`src/rtl/synth_pkg.sv`:
```
// Shared synth voice constants: accumulator width, top octave, semitone increment table, converter states.
// Pure declarations, no logic, no latency.
// No handshakes here; the users of these constants own their flow control.
package synth_pkg;

    localparam int ACC_W      = 24;
    localparam int TOP_OCTAVE = 10;

    // 24-bit phase increments for notes 120..131 at 48 kHz, rounded
    localparam logic [ACC_W-1:0] SEMI_INC [12] = '{
        24'd2926232, 24'd3100235, 24'd3284585, 24'd3479896,
        24'd3686822, 24'd3906052, 24'd4138318, 24'd4384395,
        24'd4645104, 24'd4921317, 24'd5213953, 24'd5523991
    };

    typedef enum logic [1:0] {
        IDLE  = 2'd0,
        CONV  = 2'd1,
        APPLY = 2'd2
    } conv_state_e;

endpackage

```
`src/rtl/phase_generator_if.sv`:
```
// Note event handshake plus phase/gate outputs of one voice oscillator.
// Wires only, no latency.
// note_valid is held by the source until note_ready; the phase outputs cannot be stalled.
interface phase_generator_if #(
    parameter int PHASE_W = 10
);
    logic               note_valid;
    logic               note_ready;
    logic               note_on;
    logic [6:0]         note_num;
    logic [PHASE_W-1:0] phase;
    logic               phase_valid;
    logic               gate;

    modport master (
        output note_valid, note_on, note_num,
        input  note_ready, phase, phase_valid, gate
    );

    modport slave (
        input  note_valid, note_on, note_num,
        output note_ready, phase, phase_valid, gate
    );
endinterface

```
`src/rtl/note_to_inc.sv`:
```
// Note number to phase increment: repeated subtract-12 octave divider, then table lookup and shift.
// Accept edge k, done_vld high in the cycle before edge k + oct + 2.
// req_rdy is low from the accept edge until the APPLY cycle has completed.
module note_to_inc
    import synth_pkg::*;
(
    input  logic             clk,
    input  logic             reset,
    input  logic             req_vld,
    output logic             req_rdy,
    input  logic [6:0]       req_num,
    output logic             done_vld,
    output logic [ACC_W-1:0] inc_dat
);

    localparam logic [3:0] TOP_OCT4 = 4'(TOP_OCTAVE);

    conv_state_e state_q, state_d;
    logic [6:0]  rem_q, rem_d;
    logic [3:0]  oct_q, oct_d;

    always_ff @(posedge clk or negedge reset) begin
        if (!reset) begin
            state_q <= IDLE;
            rem_q   <= '0;
            oct_q   <= '0;
        end else begin
            state_q <= state_d;
            rem_q   <= rem_d;
            oct_q   <= oct_d;
        end
    end

    always_comb begin
        state_d = state_q;
        rem_d   = rem_q;
        oct_d   = oct_q;
        unique case (state_q)
            IDLE: begin
                if (req_vld) begin
                    rem_d   = req_num;
                    oct_d   = '0;
                    state_d = CONV;
                end
            end
            CONV: begin
                if (rem_q >= 7'd12) begin
                    rem_d = rem_q - 7'd12;
                    oct_d = oct_q + 4'd1;
                end else begin
                    state_d = APPLY;
                end
            end
            APPLY:   state_d = IDLE;
            default: state_d = IDLE;
        endcase
    end

    assign req_rdy  = (state_q == IDLE);
    assign done_vld = (state_q == APPLY);
    // In APPLY rem_q < 12, so its low nibble is a valid table index
    assign inc_dat  = SEMI_INC[rem_q[3:0]] >> (TOP_OCT4 - oct_q);

endmodule

```
`src/rtl/phase_generator.sv`:
```
// Per-voice NCO: note events -> 24-bit accumulator -> PHASE_W phase; optional portamento via PHASE_GENERATOR_GLIDE_EN.
// Note-on takes oct + 2 cycles to reach inc_cur/gate; phase/phase_valid appear the cycle after sample_tick.
// note_ready drops while a note-on converts; sample_tick is never stalled.
module phase_generator
    import synth_pkg::*;
#(
    parameter int PHASE_W     = 10,
    parameter bit RETRIGGER   = 1'b1,
    parameter int GLIDE_SHIFT = 6
) (
    input  logic             clk,
    input  logic             reset,
    input  logic             sample_tick,
    phase_generator_if.slave nif
);

    if (PHASE_W < 1 || PHASE_W > ACC_W || GLIDE_SHIFT < 0 || GLIDE_SHIFT >= ACC_W) begin : g_cfg_chk
        $error("phase_generator: unsupported PHASE_W or GLIDE_SHIFT");
    end

    logic [ACC_W-1:0] acc_q, acc_d;
    logic [ACC_W-1:0] inc_cur_q, inc_cur_d;
    logic             gate_q, gate_d;
    logic             phase_valid_q, phase_valid_d;
    logic [6:0]       cur_note_q, cur_note_d;

    logic             conv_rdy;
    logic             done_vld;
    logic [ACC_W-1:0] inc_dat;
    logic             on_acc;
    logic             off_acc;

    assign on_acc  = nif.note_valid &&  nif.note_on && conv_rdy;
    assign off_acc = nif.note_valid && !nif.note_on && conv_rdy;

    note_to_inc u_note_to_inc (
        .clk      (clk),
        .reset    (reset),
        .req_vld  (nif.note_valid && nif.note_on),
        .req_rdy  (conv_rdy),
        .req_num  (nif.note_num),
        .done_vld (done_vld),
        .inc_dat  (inc_dat)
    );

`ifdef PHASE_GENERATOR_GLIDE_EN
    logic [ACC_W-1:0] inc_target_q, inc_target_d;
    logic             slew_down;
    logic [ACC_W-1:0] slew_mag;
    logic [ACC_W-1:0] slew_step;
    logic [ACC_W-1:0] inc_slewed;

    always_comb begin
        slew_down = (inc_target_q < inc_cur_q);
        slew_mag  = slew_down ? (inc_cur_q - inc_target_q) : (inc_target_q - inc_cur_q);
        slew_step = slew_mag >> GLIDE_SHIFT;
        // Keep creeping by 1 so the increment lands exactly on the target
        if (slew_step == '0 && slew_mag != '0) begin
            slew_step = ACC_W'(1);
        end
        inc_slewed = slew_down ? (inc_cur_q - slew_step) : (inc_cur_q + slew_step);
    end

    always_ff @(posedge clk or negedge reset) begin
        if (!reset) begin
            inc_target_q <= '0;
        end else begin
            inc_target_q <= inc_target_d;
        end
    end
`endif

    always_ff @(posedge clk or negedge reset) begin
        if (!reset) begin
            acc_q         <= '0;
            inc_cur_q     <= '0;
            gate_q        <= 1'b0;
            phase_valid_q <= 1'b0;
            cur_note_q    <= '0;
        end else begin
            acc_q         <= acc_d;
            inc_cur_q     <= inc_cur_d;
            gate_q        <= gate_d;
            phase_valid_q <= phase_valid_d;
            cur_note_q    <= cur_note_d;
        end
    end

    always_comb begin
        acc_d         = acc_q;
        inc_cur_d     = inc_cur_q;
        gate_d        = gate_q;
        cur_note_d    = cur_note_q;
        phase_valid_d = sample_tick;
`ifdef PHASE_GENERATOR_GLIDE_EN
        inc_target_d  = inc_target_q;
`endif

        // Accumulate with the increment in force before this edge
        if (sample_tick) begin
            acc_d = acc_q + inc_cur_q;
`ifdef PHASE_GENERATOR_GLIDE_EN
            inc_cur_d = inc_slewed;
`endif
        end

        if (on_acc) begin
            cur_note_d = nif.note_num;
        end

        // Increment stays put on note-off so the release tail keeps sounding
        if (off_acc && nif.note_num == cur_note_q) begin
            gate_d = 1'b0;
        end

        if (done_vld) begin
            gate_d = 1'b1;
`ifdef PHASE_GENERATOR_GLIDE_EN
            inc_target_d = inc_dat;
`else
            inc_cur_d = inc_dat;
`endif
            if (RETRIGGER) begin
                acc_d = '0;
            end
        end
    end

    assign nif.note_ready  = conv_rdy;
    assign nif.phase       = acc_q[ACC_W-1 -: PHASE_W];
    assign nif.phase_valid = phase_valid_q;
    assign nif.gate        = gate_q;

endmodule

```
`src/flat_wrapper.sv`:
```
// flat-port wrapper written by rule: the top's interface ports become plain ports
module phase_generator_flat import synth_pkg::*;
#(
    parameter int PHASE_W     = 10,
    parameter bit RETRIGGER   = 1'b1,
    parameter int GLIDE_SHIFT = 6
)
  (clk, reset, sample_tick, nif_note_valid, nif_note_on, nif_note_num, nif_note_ready, nif_phase, nif_phase_valid, nif_gate);
  phase_generator_if #(.PHASE_W(PHASE_W)) nif_i ();
  input  logic clk;
  input  logic reset;
  input  logic sample_tick;
  input wire logic [$bits(nif_i.note_valid)-1:0] nif_note_valid;
  input wire logic [$bits(nif_i.note_on)-1:0] nif_note_on;
  input wire logic [$bits(nif_i.note_num)-1:0] nif_note_num;
  output wire logic [$bits(nif_i.note_ready)-1:0] nif_note_ready;
  output wire logic [$bits(nif_i.phase)-1:0] nif_phase;
  output wire logic [$bits(nif_i.phase_valid)-1:0] nif_phase_valid;
  output wire logic [$bits(nif_i.gate)-1:0] nif_gate;
  assign nif_i.note_valid = nif_note_valid;
  assign nif_i.note_on = nif_note_on;
  assign nif_i.note_num = nif_note_num;
  assign nif_note_ready = nif_i.note_ready;
  assign nif_phase = nif_i.phase;
  assign nif_phase_valid = nif_i.phase_valid;
  assign nif_gate = nif_i.gate;
  phase_generator #(.PHASE_W(PHASE_W), .RETRIGGER(RETRIGGER), .GLIDE_SHIFT(GLIDE_SHIFT)) u_core (.clk(clk), .reset(reset), .sample_tick(sample_tick), .nif(nif_i));
endmodule
```
`config.mk`:
```
export PLATFORM = sky130hd
export DESIGN_NAME = phase_generator_flat
export DESIGN_NICKNAME = d
export VERILOG_FILES = /design/src/rtl/synth_pkg.sv /design/src/rtl/phase_generator_if.sv /design/src/rtl/note_to_inc.sv /design/src/rtl/phase_generator.sv /design/src/flat_wrapper.sv
export SDC_FILE = /design/constraint.sdc
export NUM_CORES = 1
export LEC_CHECK = 0
export ABC_AREA = 1
export BUFFER_PORTS_ARGS = -buffer_cell sky130_fd_sc_hd__buf_4
export CORE_ASPECT_RATIO = 0.5
export CORE_MARGIN = 2
export CORE_UTILIZATION = 60
export CTS_CLUSTER_DIAMETER = 80
export CTS_CLUSTER_SIZE = 14
export DETAILED_ROUTE_END_ITERATION = 16
export PLACE_DENSITY = 0.83
export SLEW_MARGIN = 20
export SYNTH_ARGS = -nofsm -noshare
export SYNTH_HDL_FRONTEND = slang
export SYNTH_HIERARCHICAL = 1
export SYNTH_SLANG_ARGS = --single-unit
```
`constraint.sdc`:
```
create_clock -name clk -period 2.71 [get_ports clk]
set_input_delay 0.4065 -clock clk [delete_from_list [all_inputs] [get_ports clk]]
set_output_delay 0.4065 -clock clk [all_outputs]
set_load 0.02 [all_outputs]
```
==> flow_metrics.tcl <==
set metrics [dict create \
    die_area_um2 11300 \
    num_rows 26 \
    fin_worst_skew_ps 6.15 \
    numPortBuffers 24 \
    clk_latency_ps 350 \
    status "completed" \
    hold_ws_ps 178 \
    gp_congestion 1.02 \
    met2_usage 0.466 \
    worst-setup-path-type "reg2reg" \
    tightest_slew_ps 890 \
    ctsResizeCount 0 \
    crit_buf_inv 1 \
    yosysWarnings 6 \
    fmax_ghz 0.456 \
    post_cts_buffers 0 \
    synth_top_area_share 0.281 \
    ys.flop_type "dfrtp_1" \
    layout.nets 1044 \
    fin_setup_tns_ps 0 \
    io_pins 25 \
    place_hpwl_um 11700 \
    use_met3 0.0623 \
    synthArstFlopShare 1.00 \
    layout_worst_path_cycle_share 0.808 \
    path_cells "inv_1 > ha_1 > nand2_1 > nand2_1 > o21ai_0 > nand2_1 > nand3_1 > nand3_1 > nand3_1 > nand2_1 > nand2_1 > nand2_1" \
    yosysMostFrequentCell "nand2_1" \
    clkSinkCount 70 \
    cpLargestDelayFamily "simple AND/OR/NAND/NOR gates" \
    num_antenna_cells 0 \
    synthDistinctLibCells 46 \
    r2r_slack_ps 520 \
    drc 0 \
    syn_inst 996 \
    drive_gt1_frac 0.0857 \
    synthesis.nets 1042 \
    critical_path_depth 12 \
    synth_edf_count 0 \
    cts.path.max_buffers 2 \
    routed_wirelength_um 15600 \
    crit_end "u_core/inc_cur_q[0]" \
    avgRoutedWirePerCell_um 13.6 \
    netlist_area_um2 6230 \
    rsz0062_at_grt "false" \
    worstSetupStartpoint "u_core/u_note_to_inc/rem_q[0]" \
    track_usage 0.294 \
    yosys-top-cells-count "nand2_1 (417), nand3_1 (142), inv_1 (103)" \
    timing.rr.end "u_core/inc_cur_q[0]" \
    fillCellCount 940 \
    grt.busiest_layer "met2" \
    core_area_um2 10100 \
    cts_tree "done" \
    arrival_ps 2420 \
    critPathLaunchType "register" \
    initial_core_util 0.613 \
    synth_seq_area_share 0.281 \
    cp-end-kind "register" \
    min_path_type "in2async" \
    crit_path_frequent_cell "nand2_1" \
    worst-path-max-fanout 9 \
    clk_pin_slew_worst_paths_ps 60 \
    grt_pass1_wl_um 26800 \
    antenna_found_initial 0 \
    yosys-top-cells-area "dfrtp_1 (28%), nand2_1 (25%), nand3_1 (11%)" \
    clockRootBuffer "clkbuf_16" \
    h-tree-depth 3 \
    cp_slowest_cell "dfrtp_1" \
    slew_violations 0 \
    use_met1 0.401 \
    cts-hold-fix-buffers 0 \
    drv_cap 0 \
    worst_ep_required_time_ps 2940 \
    grt_start_max_net_pins 71 \
    num_vias 6263 \
    die_h_um 76.0 \
    setup_viol 0 \
    first_pass_iters 7 \
    cpPeakStageDelay_ps 510 \
    drt_iter0_drc 714 \
    area_growth_pct 7.42 \
    synth_area_leader_cell "dfrtp_1" \
    postRouteAntennaNets 0 \
    timing.rr.start "u_core/u_note_to_inc/rem_q[0]" \
    finalHoldViolations 0 \
    grt_pass1_vias 5749 \
    synth-seq-cells 70 \
    synth.avg_cell_area_um2 6.25 \
    r2r_cells 12 \
    viasPerCell 5.48 \
    overflow 0 \
    slew_headroom 0.407 \
    numCtsBuffers 9 \
    die_w_um 148 \
    min_period_ps 2190 \
]
[metrics by stage]
stage	worst slack [ps]	util	cell area (µm²)	instances
2_1_floorplan	923	-	6230	996
3_3_place_gp	637	0.629	6390	1127
3_5_place_dp	592	0.629	6390	1127
4_1_cts	558	0.659	6690	1143
5_1_grt	313	0.659	6690	1143
6_report	519	0.659	6690	1143
[routing by layer]
| metal | vias to the layer above | wire (µm) | part of all wire |
|---|---|---|---|
| met3 | 32 | 1000 | 0.065 |
| li1 | 3175 | - | - |
| met2 | 250 | 6940 | 0.45 |
| met4 | 0 | 372 | 0.024 |
| met1 | 2806 | 7230 | 0.47 |
| met5 | - | 0 | 0 |
[cell usage in the layout, fill, tap and decap left out, types with 6 or more instances in the layout]
cell type,count
nand2_2,7
nand3_1,142
nand3b_1,6
dfrtp_1,70
nor2_1,51
clkbuf_16,9
a21oi_1,19
inv_1,103
nand4_1,18
inv_2,8
nand2_1,417
o21ai_0,18
buf_4,30
ha_1,33
nor3_1,7
[sequential cells by signal, indices dropped and copies added (netlist names)]
name and flops:
u_core/u_note_to_inc/oct_q 4, u_core/acc_q 24, u_core/u_note_to_inc/rem_q 7, u_core/nif.gate 1, u_core/nif.phase_valid 1, u_core/cur_note_q 7, u_core/inc_cur_q 24, u_core/u_note_to_inc/state_q 2
[worst min-delay path by stage]
stage               startpoint                     end  cells past startpoint
6_report                 reset    u_core/cur_note_q[2]                      1
5_1_grt            sample_tick  u_core/nif.phase_valid                      1
4_1_cts            sample_tick  u_core/nif.phase_valid                      1
3_5_place_dp   u_core/nif.gate         u_core/nif.gate                      2
3_3_place_gp   u_core/nif.gate         u_core/nif.gate                      2
2_1_floorplan            reset         u_core/acc_q[0]                      0
[cell families after synthesis]
group,after synthesis,share of synthesized area
AO/OA/AOI/OAI,54,0.0508
adder cells (fa/ha/maj),34,0.0695
flip-flops,70,0.281
AND/OR/NAND/NOR,672,0.466
buffers and inverters,151,0.107
XOR/XNOR,12,0.0211
other,1,0.000602
multiplexers,2,0.00362
[layout make-up]
| class | count | area (µm²) | area share |
|---|---|---|---|
| multi-input combinational | 775 | 3810 | 0.570 |
| sequential | 70 | 1750 | 0.262 |
| inverter | 112 | 423 | 0.0632 |
| clock buffer | 10 | 229 | 0.0342 |
| timing repair buffer | 30 | 225 | 0.0337 |
| tap | 140 | 175 | 0.0262 |
| clock inverter | 6 | 70.1 | 0.0105 |
Power is left out: the tool's default activity adds up to more than one toggle a clock period on the data nets, which glitch-free logic cannot reach.
